File: config.mk
export PLATFORM = sky130hd
export DESIGN_NAME = nxn_tic_tac_toe_game
export DESIGN_NICKNAME = d
export VERILOG_FILES = /design/src/rtl/nxn_tic_tac_toe_game.sv
export SDC_FILE = /design/constraint.sdc
export NUM_CORES = 1
export LEC_CHECK = 0
export CAP_MARGIN = 10
export CORE_MARGIN = 4
export CORE_UTILIZATION = 55
export CTS_BUF_LIST = sky130_fd_sc_hd__clkbuf_4 sky130_fd_sc_hd__clkbuf_8 sky130_fd_sc_hd__clkbuf_16
export CTS_CLUSTER_SIZE = 12
export DETAILED_ROUTE_END_ITERATION = 16
export DONT_BUFFER_PORTS = 1
export MAX_ROUTING_LAYER = met4
export PLACE_DENSITY = 0.69
export SKIP_LAST_GASP = 1
export SLEW_MARGIN = 20
export SYNTH_ARGS = -nofsm -noshare
export SYNTH_HDL_FRONTEND = slang
export SYNTH_SLANG_ARGS = --single-unit
export TNS_END_PERCENT = 1
File: constraint.sdc
create_clock -name clock -period 1.69 [get_ports clock]
set_input_delay 0.0845 -clock clock [delete_from_list [all_inputs] [get_ports clock]]
set_output_delay 0.0845 -clock clock [all_outputs]
set_load 0.1 [all_outputs]
File: src/rtl/nxn_tic_tac_toe_game.sv
// nxn_tic_tac_toe_game: N x N tic-tac-toe engine with alternating player/computer moves, legality check, win/draw detection.
// Ports: clock/reset (sync, active-high); play/pc move strobes with player_position/computer_position (row-major cell index);
// board (2 bits per cell: 00 empty, 01 player, 10 computer); who (00 playing, 01 player, 10 computer, 11 draw);
// turn (0 player, 1 computer); illegal (one-cycle reject pulse); move_count (marks placed); game_over (who != 00).
module nxn_tic_tac_toe_game #(
  parameter int N = 3,
  localparam int CELLS = N * N,
  localparam int POS_W = $clog2(CELLS),
  localparam int CNT_W = $clog2(CELLS + 1)
) (
  input  logic               clock,
  input  logic               reset,
  input  logic               play,
  input  logic               pc,
  input  logic [POS_W-1:0]   player_position,
  input  logic [POS_W-1:0]   computer_position,
  output logic [2*CELLS-1:0] board,
  output logic [1:0]         who,
  output logic               turn,
  output logic               illegal,
  output logic [CNT_W-1:0]   move_count,
  output logic               game_over
);
  typedef enum logic [1:0] {P_TURN, C_TURN, CHECK, OVER} state_t;
  state_t r_state, w_state_nx;
  logic [2*CELLS-1:0] r_board, w_board_nx, w_pboard, w_cboard;
  logic [1:0] r_who, w_who_nx, w_code;
  logic r_turn, w_turn_nx, r_illegal, w_illegal_nx, w_win;
  logic [CNT_W-1:0] r_count, w_count_nx;
  // padded to the full position range so out-of-range indices read as "not free"
  logic [2**POS_W-1:0] w_free;
  logic [CELLS-1:0] w_match;
  logic [N-1:0] w_row, w_col, w_d0, w_d1;
  logic [N-1:0][N-1:0] w_colm;
  // turn still names the mover while in CHECK, so it selects the code to test
  assign w_code = r_turn ? 2'b10 : 2'b01;
  genvar i, r, c;
  for (i = 0; i < 2**POS_W; i++) begin : g_free
    if (i < CELLS) begin : g_in
      assign w_free[i] = r_board[2*i+:2] == 2'b00;
      assign w_pboard[2*i+:2] = player_position == POS_W'(i) ? 2'b01 : r_board[2*i+:2];
      assign w_cboard[2*i+:2] = computer_position == POS_W'(i) ? 2'b10 : r_board[2*i+:2];
      assign w_match[i] = r_board[2*i+:2] == w_code;
    end else begin : g_out
      assign w_free[i] = 1'b0;
    end
  end
  for (r = 0; r < N; r++) begin : g_line
    for (c = 0; c < N; c++) begin : g_col
      assign w_colm[c][r] = w_match[r*N+c];
    end
    assign w_row[r] = &w_match[r*N+:N];
    assign w_col[r] = &w_colm[r];
    assign w_d0[r] = w_match[r*N+r];
    assign w_d1[r] = w_match[r*N+N-1-r];
  end
  assign w_win = |w_row | |w_col | &w_d0 | &w_d1;
  always_comb begin
    w_state_nx = r_state;
    w_board_nx = r_board;
    w_who_nx = r_who;
    w_turn_nx = r_turn;
    w_count_nx = r_count;
    w_illegal_nx = 1'b0;
    case (r_state)
      P_TURN: if (play) begin
        if (w_free[player_position]) begin
          w_board_nx = w_pboard;
          w_count_nx = r_count + CNT_W'(1);
          w_state_nx = CHECK;
        end else w_illegal_nx = 1'b1;
      end
      C_TURN: if (pc) begin
        if (w_free[computer_position]) begin
          w_board_nx = w_cboard;
          w_count_nx = r_count + CNT_W'(1);
          w_state_nx = CHECK;
        end else w_illegal_nx = 1'b1;
      end
      CHECK: begin
        if (w_win) begin
          w_who_nx = w_code;
          w_state_nx = OVER;
        end else if (r_count == CNT_W'(CELLS)) begin
          w_who_nx = 2'b11;
          w_state_nx = OVER;
        end else begin
          w_turn_nx = ~r_turn;
          w_state_nx = r_turn ? P_TURN : C_TURN;
        end
      end
      default: ;
    endcase
  end
  always_ff @(posedge clock) begin
    if (reset) begin
      r_state <= P_TURN;
      r_board <= '0;
      r_who <= 2'b00;
      r_turn <= 1'b0;
      r_illegal <= 1'b0;
      r_count <= '0;
    end else begin
      r_state <= w_state_nx;
      r_board <= w_board_nx;
      r_who <= w_who_nx;
      r_turn <= w_turn_nx;
      r_illegal <= w_illegal_nx;
      r_count <= w_count_nx;
    end
  end
  assign board = r_board;
  assign who = r_who;
  assign turn = r_turn;
  assign illegal = r_illegal;
  assign move_count = r_count;
  assign game_over = |r_who;
endmodule

Word level (Yosys, flattened, before mapping)
Index checks and enable logic that the tools add are counted.
{ "op_classes": {"n_eq_ne": 50, "magnitude_cmp": 2, "bitwise_logic": 6, "reduce_logical": 39, "n_mux": 48, "add_sub_neg": 1} }
{ "op_table": {"columns": ["operator", "n"], "rows": [
  ["18-bit two-way mux", 4],
  ["7-bit AND reduction", 9],
  ["2-bit two-way mux", 27],
  ["2-bit inequality test, second input constant", 22],
  ["18-bit case mux with 2 select lines", 1],
  ["4-bit by 3-bit equality test with 1-bit output, second input constant", 8],
  ["3-bit AND reduction", 9],
  ["2-bit zero test", 10],
  ["2-bit equality test", 9],
  ["4-bit by 2-bit equality test with 1-bit output, second input constant", 4],
  ["4-bit two-way mux", 4],
  ["4-bit equality test, second input constant", 3],
  ["4-bit by 5-bit less-than comparator with 1-bit output, second input constant", 2],
  ["5-bit AND reduction", 2],
  ["1-bit binary-select mux with 4-bit select", 2],
  ["4-bit by 1-bit equality test with 1-bit output, second input constant", 2],
  ["4-bit zero test", 2],
  ["4-bit case mux with 2 select lines", 1],
  ["1-bit two-way mux", 7],
  ["2-bit case mux with 3 select lines", 1],
  ["3-bit OR reduction", 2],
  ["4-bit by 1-bit adder with 4-bit output, second input constant", 1],
  ["2-bit nonzero test", 2],
  ["1-bit NOT", 3],
  ["7 further kinds", 9]
]} }
{ "totals": {"reg_bits": 28, "wordCells": 160, "inputBits": 12} }

Depth between registers and ports, before layout
Gate-level depths: netlist of the first run.
{ "logic_depth": {"word_depth": 9, "mapped_depth": 8, "ltp_nobuf": 6} }

Worst setup path before layout of the first run
Ideal clock, no wire load.
{ "synth_path": {"path_type": "flip-flop to flip-flop", "startpoint": "reg r_board[10], in the netlist board[10]", "endpoint": "reg r_count[0], in the netlist move_count[0]", "required_ns": 1.569, "synth_period_minus_slack_ns": 2.599, "stages_incl_launch_ff": 7, "setup_time_ns": 0.121, "path_buffers": 0, "setup_slack_ns": -0.909, "arrival_time_ns": 2.477, "cell_sequence": "dfxtp_1 -> nor2_1 -> mux4_1 -> a221oi_2 -> a21oi_4 -> and2_4 -> mux2_4"} }
{ "synth_between": {"elab_chain_len": 5, "word_cells_on_any_way": 8} }
{ "synth_rtl": {"columns": ["item", "line_no", "text"], "rows": [
  ["start, declared", "26", "logic [2*CELLS-1:0] r_board, w_board_nx, w_pboard, w_cboard;"],
  ["start signal, assigned", "105", "r_board <= w_board_nx;"],
  ["2-bit zero test (*)", "40", "assign w_free[i] = r_board[2*i+:2] == 2'b00;"],
  ["1-bit binary-select mux with 4-bit select, on equally long branches", "74, 67", null],
  ["1-bit two-way mux, on equally long branches", "74, 67", null],
  ["2-bit inequality test (no source line)", null, null],
  ["5-bit AND reduction (no source line) (*)", null, null],
  ["end signal, assigned", "109", "r_count <= w_count_nx;"],
  ["end, declared", "29", "logic [CNT_W-1:0] r_count, w_count_nx;"]
]} }
Every way passes the cells marked *; elsewhere a longest branch is shown, timed or not. The select of a mux whose other input is x is not followed.
A chain may end at the register's enable or synchronous reset.

Worst setup path after layout of the first run
{ "layout_path": {"startpoint": "reg r_board[7], in the netlist board[7]", "endpoint": "reg r_board[0], in the netlist board[0]"} }
{ "layout_between": {"elab_chain_len": 5, "word_cells_on_any_way": 8} }
{ "layout_rtl": {"columns": ["item", "line_no"], "rows": [
  ["2-bit zero test (*)", "40"],
  ["1-bit binary-select mux with 4-bit select, on equally long branches", "74, 67"],
  ["1-bit two-way mux, on equally long branches", "74, 67"],
  ["2-bit inequality test (no source line)", null],
  ["7-bit AND reduction (no source line) (*)", null]
]} }
Marks and branches as above.

==> metrics.txt, run 1 <==
commonest cells in the netlist=nor2_1, dfxtp_1, nand2_1, nor2b_1; final hold viol count=24; Sw Share=0.381; Synth top area share=0.330; startpoint types=flop; Req. time, crit path=1940 ps; Leakage=0.967 nW; crit path DAT=2190 ps; RSZ-0062 raised after global routing=yes; synthesized flop and latch total=28; H-tree depth=1; placer congestion estimate=0.885; Hold WS=-226 ps; CP Capture Type=flop; CP max FO=16; Avg Cell Area, Syn=8.38 µm²; CTS tree=yes; failing checks=hold timing, setup timing; area leader, netlist=dfxtp_1; Internal Power=1.00 mW; FILL cells=184; Post-Synthesis Cells=203; clock power share=0.198; Final Cell Area=2380 µm²; proportion of power drawn by combinational gates=0.374; setup TNS=-5080 ps; initial antenna violation count=0; period utilisation layout=1.15; vias per cell=6.41; gr ovfl total=0; Vias=1,871; drt initial violations=192; Post-DRT Antenna Nets=0; Root Buffer=clkbuf_4; sequential share of the synthesized area=0.330; synth unique cells=46; final setup vio count=27; WS Path Type=reg2reg; fmax=514 MHz; CTS max path bufs=2; Post-synth EDFFs=0; clk_lat worst skew=340 ps; min Tclk post-route=1940 ps; Post-synth top flop=dfxtp_1; Remaining DRCs=0; Pwr Density=679 nW/µm²; Worst VDD drop=695 µV; Ant. Diodes=0; initial core utilization=0.596; largest net degree at the start of global routing=32; Net Sw Power=617 µW; num ports=39; dpl hpwl=3.82 mm; Clock Pin Slew Worst Setup and Hold Paths=160 ps; chip width=63.6 µm; status=finished, violations left; worst setup margin=-254 ps; YS warnings=0; core area=2850 µm²; drt total wl=5.51 mm; Worst slew margin=0.674; gr usage total=0.287; Final Max Slew Viols=0; top post-synthesis cells by area=dfxtp_1, nor2_1, a41oi_1; HP Class=in2reg; vias in the first global route=1,731; Post-DP Area=2190 µm²; Num Clock Sinks=28; overall die height=63.6 µm; Cell Rows=19; Die ar.=4040 µm²; Max Cap Viol=0; Post-synth ARST share=0; CTS buffer count=3; layout cells sized above 1=0.414; first-pass GRT wire length=8.90 mm; Mapped Area=1700 µm²; Port Buffers=0; DRT Pass-1 Iters=6; most common cell in the netlist=nor2_1; drt wl/cell=18.9 µm; Setup Skew=3.75 ps; post-layout net count=276; Synth-to-Final Area Change=40.3%; sequential power share=0.428; Mapped Nets=217; Worst Tran Pin Value=486 ps
-- layer usage --
metal	part of all wire	vias to the layer above	global-route usage
met2	0.48	109	0.442
met5	0	-	-
li1	-	860	-
met1	0.41	892	0.375
met4	0.020	0	0.111
met3	0.093	10	0.0515
-- flip-flops by register name (all words and copies together) (netlist names) --
signal      flops
board          18
who             2
illegal         1
turn            1
r_state         2
move_count      4
-- final cells by class --
class                      count  area, µm²  share of cell area
clock buffer                   4       30.0              0.0126
timing repair buffer          63        515               0.216
sequential                    28        631               0.264
multi-input combinational    159       1140               0.480
tap                           31       38.8              0.0163
inverter                       7       26.3              0.0110
-- logic make-up (layout without fill, tap and decap cells) --
| family | count (synthesis) | after routing | share of synthesized area |
|---|---|---|---|
| flops | 28 | 28 | 0.330 |
| simple gates | 102 | 102 | 0.315 |
| buf+inv | 16 | 74 | 0.0419 |
| fa+ha+maj | 2 | 2 | 0.0147 |
| mux | 9 | 9 | 0.0854 |
| compound gates | 46 | 46 | 0.213 |
-- placed cells by master (no fill, tap or decap), drive strengths merged, types with 2 or more instances in the layout --
master	count
a21oi	3
a221oi	3
a31oi	8
a41oi	10
and2	4
and3	4
buf	56
clkbuf	4
dfxtp	28
dlygate4sd3	7
ha	2
inv	7
mux2	5
mux4	3
nand2	12
nand2b	10
nand3b	3
nor2	38
nor2b	12
nor3	8
nor3b	2
o21ai	5
o22ai	9
o31ai	2
or2b	2
or3b	3
-- final timing paths --
check                              start             to  slack (ps)  depth (start not counted)
worst max-delay path            board[7]       board[0]        -250                          7
worst min-delay path               reset  move_count[1]        -230                          1
worst max register to register  board[7]       board[0]        -250                          7
worst min register to register    who[0]         who[0]         490                          2
-- critical path, cell delays in order, from the launching register on --
cell	delay [ps]
dfxtp_4	400
nor2_2	40
mux4_2	490
a221oi_4	350
a21oi_4	100
buf_12	170
a41oi_1	220
nor2_1	80
-- power by group through the flow --
stage          sequential (mW)  clock [mW]  combinational (mW)
2_1_floorplan            0.867           0               0.252
3_3_place_gp             0.711           0               0.522
3_5_place_dp             0.714           0               0.532
4_1_cts                  0.695       0.318               0.574
5_1_grt                  0.702       0.354               0.639
6_report                 0.694       0.321               0.605
-- repair_timing --
action | in CTS | in global routing
resized for setup | 8 | 9
endpoints found under the setup margin | 27 | 27
pin swaps | 4 | 3
hold buffers | 5 | 2
buffers inserted | 3 | 0
cloned | 0 | 0
endpoints found under the hold margin | 28 | 25
-- metrics by stage --
stage,util,std cells,power [mW],worst slack (ps)
after floorplan,-,203,1.12,-380
after global placement,0.769,278,1.23,-227
after detailed placement,0.769,278,1.25,-277
after CTS,0.813,290,1.59,-212
after global routing,0.836,292,1.69,-312
final,0.836,292,1.62,-254
Note: power is estimated with default switching activity, not from simulation.
==> inputs of run 2 (changes only) <==
--- a/config.mk
+++ b/config.mk
@@ -5,7 +5,6 @@
 export SDC_FILE = /design/constraint.sdc
 export NUM_CORES = 1
 export LEC_CHECK = 0
-export CAP_MARGIN = 10
 export CORE_MARGIN = 4
 export CORE_UTILIZATION = 55
 export CTS_BUF_LIST = sky130_fd_sc_hd__clkbuf_4 sky130_fd_sc_hd__clkbuf_8 sky130_fd_sc_hd__clkbuf_16
@@ -13,7 +12,7 @@
 export DETAILED_ROUTE_END_ITERATION = 16
 export DONT_BUFFER_PORTS = 1
 export MAX_ROUTING_LAYER = met4
-export PLACE_DENSITY = 0.69
+export PLACE_DENSITY = 0.66
 export SKIP_LAST_GASP = 1
 export SLEW_MARGIN = 20
 export SYNTH_ARGS = -nofsm -noshare
==> constraint.sdc (replaced) <==
create_clock -name clock -period 1.8 [get_ports clock]
set_input_delay 0.09 -clock clock [delete_from_list [all_inputs] [get_ports clock]]
set_output_delay 0.09 -clock clock [all_outputs]
set_load 0.1 [all_outputs]
==> metrics.txt, run 2 (synthesis gave the netlist of run 1 again) <==
DRT Pass-1 Iters=5; Final Max Slew Viols=0; gr ovfl total=0; num ports=39; clk_lat worst skew=340 ps; H-tree depth=1; core area=2850 µm²; Vias=1,975; CTS max path bufs=2; placer congestion estimate=0.847; CTS Hold Bufs=8; R2R depth=7; Worst Tran Pin Value=502 ps; Ant. Diodes=0; clock power share=0.206; initial antenna violation count=0; status=finished, violations left; startpoint types=flop; grt met2 use=0.451; post-layout net count=281; most common cell after layout, fill and taps aside=buf_4; dpl hpwl=3.84 mm; Worst VDD drop=592 µV; chip width=63.6 µm; drt wl/cell=20.3 µm; gr usage total=0.288; met1 Use GR=0.370; Sw Share=0.379; most frequent cells in the layout=buf_4, nor2_1, dfxtp_4; failing checks=hold timing, setup timing; drt total wl=6.04 mm; fmax=495 MHz; layout cells sized above 1=0.447; Max Cap Viol=0; final core utilization=0.868; Synth-to-Final Area Change=45.6%; Leakage=0.997 nW; multi-input logic area=1180 µm²; Cell Rows=19; Setup Skew=2.77 ps; Post-DRT Antenna Nets=0; proportion of power drawn by combinational gates=0.380; Req. time, crit path=2050 ps; CP Capture Type=flop; Hold Path Stages=1; HP Class=in2reg; Hold WS=-217 ps; CP max FO=19; WS Path Type=reg2reg; FILL cells=150; Clock Pin Slew Worst Setup and Hold Paths=160 ps; Pwr Density=638 nW/µm²; met3 Track Usage GR=0.0551; Port Buffers=0; final std cells w/o fill=297; min Tclk post-route=2020 ps; grt peak-use layer=met2; max reg flops=18; Remaining DRCs=0; period utilisation layout=1.12; initial core utilization=0.596; Internal Power=981 µW; CTS buffer count=3; Root Buffer=clkbuf_4; total power=1.58 mW; Worst slew margin=0.663; setup TNS=-4140 ps; crit path DAT=2270 ps; first-pass GRT wire length=8.97 mm; overall die height=63.6 µm; largest net degree at the start of global routing=32; Die ar.=4040 µm²; final hold viol count=22; vias per cell=6.65; drt initial violations=168; RSZ-0062 raised after global routing=yes; vias in the first global route=1,861; DP Cell Count=276; Net Sw Power=599 µW; Num Clock Sinks=28; worst setup margin=-219 ps; Sequential Area=631 µm²; final setup vio count=28; CTS tree=yes; sequential power share=0.414
run 2: cell count changes in the layout (fill, tap and decap cells not counted), moves of 2 or more:
cell / before / now
buf_4: 54 / 56
o22ai_2: 0 / 2
a221oi_2: 0 / 2
a221oi_1: 2 / 0
buf_6: 0 / 2
nor3_2: 1 / 3
nor3_1: 7 / 5
o22ai_1: 9 / 7
run 2: critical path: stages, from the launching register on:
cell and delay [ps]:
dfxtp_4 410, nor2_1 60, mux4_2 520, a221oi_4 370, a21oi_4 90, buf_12 170, a41oi_1 220, nor2_1 70
run 2: final timing paths:
| path | slack [ps] | to | from |
|---|---|---|---|
| setup / recovery | -220 | board[13] | board[7] |
| hold / removal | -220 | move_count[1] | reset |
| setup reg to reg | -220 | board[13] | board[7] |
| hold reg to reg | 510 | who[0] | who[0] |
run 2: final cells by class:
| class | count | share of cell area |
|---|---|---|
| repair buffers | 68 | 0.227 |
| flip-flops and latches | 28 | 0.255 |
| inverters | 7 | 0.0106 |
| well taps | 31 | 0.0157 |
| multi-input cells | 159 | 0.477 |
| clock buffers | 4 | 0.0147 |
run 2: power groups by stage:
stage,clock network (mW),logic [mW],registers [mW]
after floorplan,0,0.237,0.814
after global placement,0,0.477,0.667
after detailed placement,0,0.486,0.672
after CTS,0.327,0.527,0.658
after global routing,0.359,0.628,0.658
final,0.326,0.600,0.655
run 2: metrics by stage:
step,cell area [µm²],setup slack (ps)
global placement,2180,-136
global route,2480,-292
detailed placement,2180,-142
finish,2480,-219
floorplan,1780,-270
CTS,2340,-81.4
run 2: metal layers:
metal	vias to the layer above	wire length, µm
li1	871	-
met4	0	199
met5	-	0
met2	139	2930
met1	935	2280
met3	30	625
run 2: timing repair:
item,CTS,global route
pin swaps,7,6
buffers inserted,3,6
setup endpoints to repair,26,27
hold endpoints to repair,28,22
resized for setup,9,20
==> inputs of run 3 (changes only) <==
==> constraint.sdc (replaced) <==
create_clock -name clock -period 1.8 [get_ports clock]
set_input_delay 0.27 -clock clock [delete_from_list [all_inputs] [get_ports clock]]
set_output_delay 0.27 -clock clock [all_outputs]
set_load 0.1 [all_outputs]
==> metrics.txt, run 3 (synthesis gave the netlist of run 1 again) <==
Num Clock Sinks=28; DP Cell Count=282; vias in the first global route=1,757; FILL cells=198; Cell Rows=19; Post-Route M1 WL=2.15 mm; Worst Hold End=board[1]; slowest CP cell=mux4_2; Worst slew margin=0.731; reg2reg start=board[12]; Pwr Density=630 nW/µm²; failing checks=hold timing, setup timing; most frequent cells in the layout=buf_4, nor2_1, dfxtp_4; chip width=63.6 µm; Ant. Diodes=0; clk_lat worst skew=330 ps; final setup vio count=26; CTS buffer count=3; num ports=39; first-pass GRT wire length=8.56 mm; Top delay family on crit path=compound AO/OA/AOI/OAI gates; cells along the critical path=nor2_2 > mux4_2 > a221oi_4 > a21oi_4 > buf_4 > a41oi_1 > nor2_1; Hold WS=-22.4 ps; drt wl/cell=17.6 µm; max reg flops=18; CP max FO=14; startpoint types=flop; core area=2850 µm²; final std cells w/o fill=287; Worst Tran Pin Value=401 ps; placer congestion estimate=0.952; CP Capture Type=flop; Clock Pin Slew Worst Setup and Hold Paths=160 ps; post-layout net count=271; Req. time, crit path=2050 ps; vias per cell=6.28; RSZ-0062 raised after global routing=yes; Vias=1,802; drt initial violations=187; fmax=519 MHz; DRT Pass-1 Iters=4; Remaining DRCs=0; Hold Path Stages=1; Root Buffer=clkbuf_4; gr usage total=0.272; status=finished, violations left; DR WL met3=401 µm; Leakage=0.925 nW; crit path DAT=2170 ps; dpl hpwl=3.97 mm; Setup Skew=13.5 ps; worst setup margin=-128 ps; hold wc startpoint=reset; flop2flop setup slack=-130 ps; initial antenna violation count=0; final hold viol count=20; drt total wl=5.04 mm; final core utilization=0.800; H-tree depth=1; total power=1.44 mW; DR WL met2=2.39 mm; CP max stage delay=490 ps; layout cells sized above 1=0.414; Worst VDD drop=625 µV; Die ar.=4040 µm²; gr ovfl total=0; CTS tree=yes; Final Max Slew Viols=0; Port Buffers=0; period utilisation layout=1.07; Synth-to-Final Area Change=34.1%; most common cell after layout, fill and taps aside=buf_4; min Tclk post-route=1930 ps; largest net degree at the start of global routing=32; overall die height=63.6 µm; FF-to-FF End=board[1]; CTS max path bufs=2; Max Cap Viol=0; Post-DRT Antenna Nets=0; WP buf/inv=1; HP Class=in2reg; initial core utilization=0.596; uppermost layer routed=met4; R2R depth=7; WS Path Type=reg2reg
-- run 3: worst max path at each step --
stage	start	end	slack, ps	cells past startpoint
final	board[12]	board[1]	-130	7
after global routing	board[1]	who[0]	-210	7
after CTS	board[12]	move_count[0]	-100	6
after detailed placement	board[7]	board[9]	-130	7
after global placement	board[7]	board[7]	-100	7
after floorplan	board[6]	move_count[0]	-270	6
-- run 3: layout make-up --
| cell class | instances | area [µm²] | area share |
|---|---|---|---|
| sequential | 28 | 628 | 0.275 |
| tap | 31 | 38.8 | 0.0170 |
| clock inverter | 1 | 3.75 | 0.00165 |
| clock buffer | 3 | 22.5 | 0.00987 |
| inverter | 7 | 26.3 | 0.0115 |
| multi-input combinational | 159 | 1110 | 0.488 |
| timing repair buffer | 58 | 448 | 0.196 |
-- run 3: power breakdown --
part / total [mW] / internal (mW) / switching [mW]
Clock: 0.267 / 0.0815 / 0.186
Sequential: 0.654 / 0.627 / 0.0268
Combinational: 0.515 / 0.180 / 0.335
-- run 3: metal layers --
layer  GRT usage  vias up
met1       0.364      849
met3      0.0337       11
met2       0.420       85
met5           -        -
li1            -      857
met4      0.0997        0
-- run 3: worst reg2reg max path, cell delays in order, from the launching register on --
cell	delay, ps
dfxtp_4	410
nor2_2	40
mux4_2	490
a221oi_4	330
a21oi_4	70
buf_4	200
a41oi_1	240
nor2_1	50
-- run 3: what timing repair did --
action	CTS	global route
gates resized for setup	7	1
setup buffers	1	0
endpoints found under the hold margin	20	22
setup endpoints to repair	27	28
pin swaps	1	3
-- run 3: per-stage QoR --
step	area (µm²)	setup TNS (ps)	setup slack, ps
5_1_grt	2280	-4040	-212
3_5_place_dp	2210	-1590	-129
4_1_cts	2270	-1730	-104
3_3_place_gp	2210	-1020	-102
6_report	2280	-1830	-128
2_1_floorplan	1780	-5670	-270
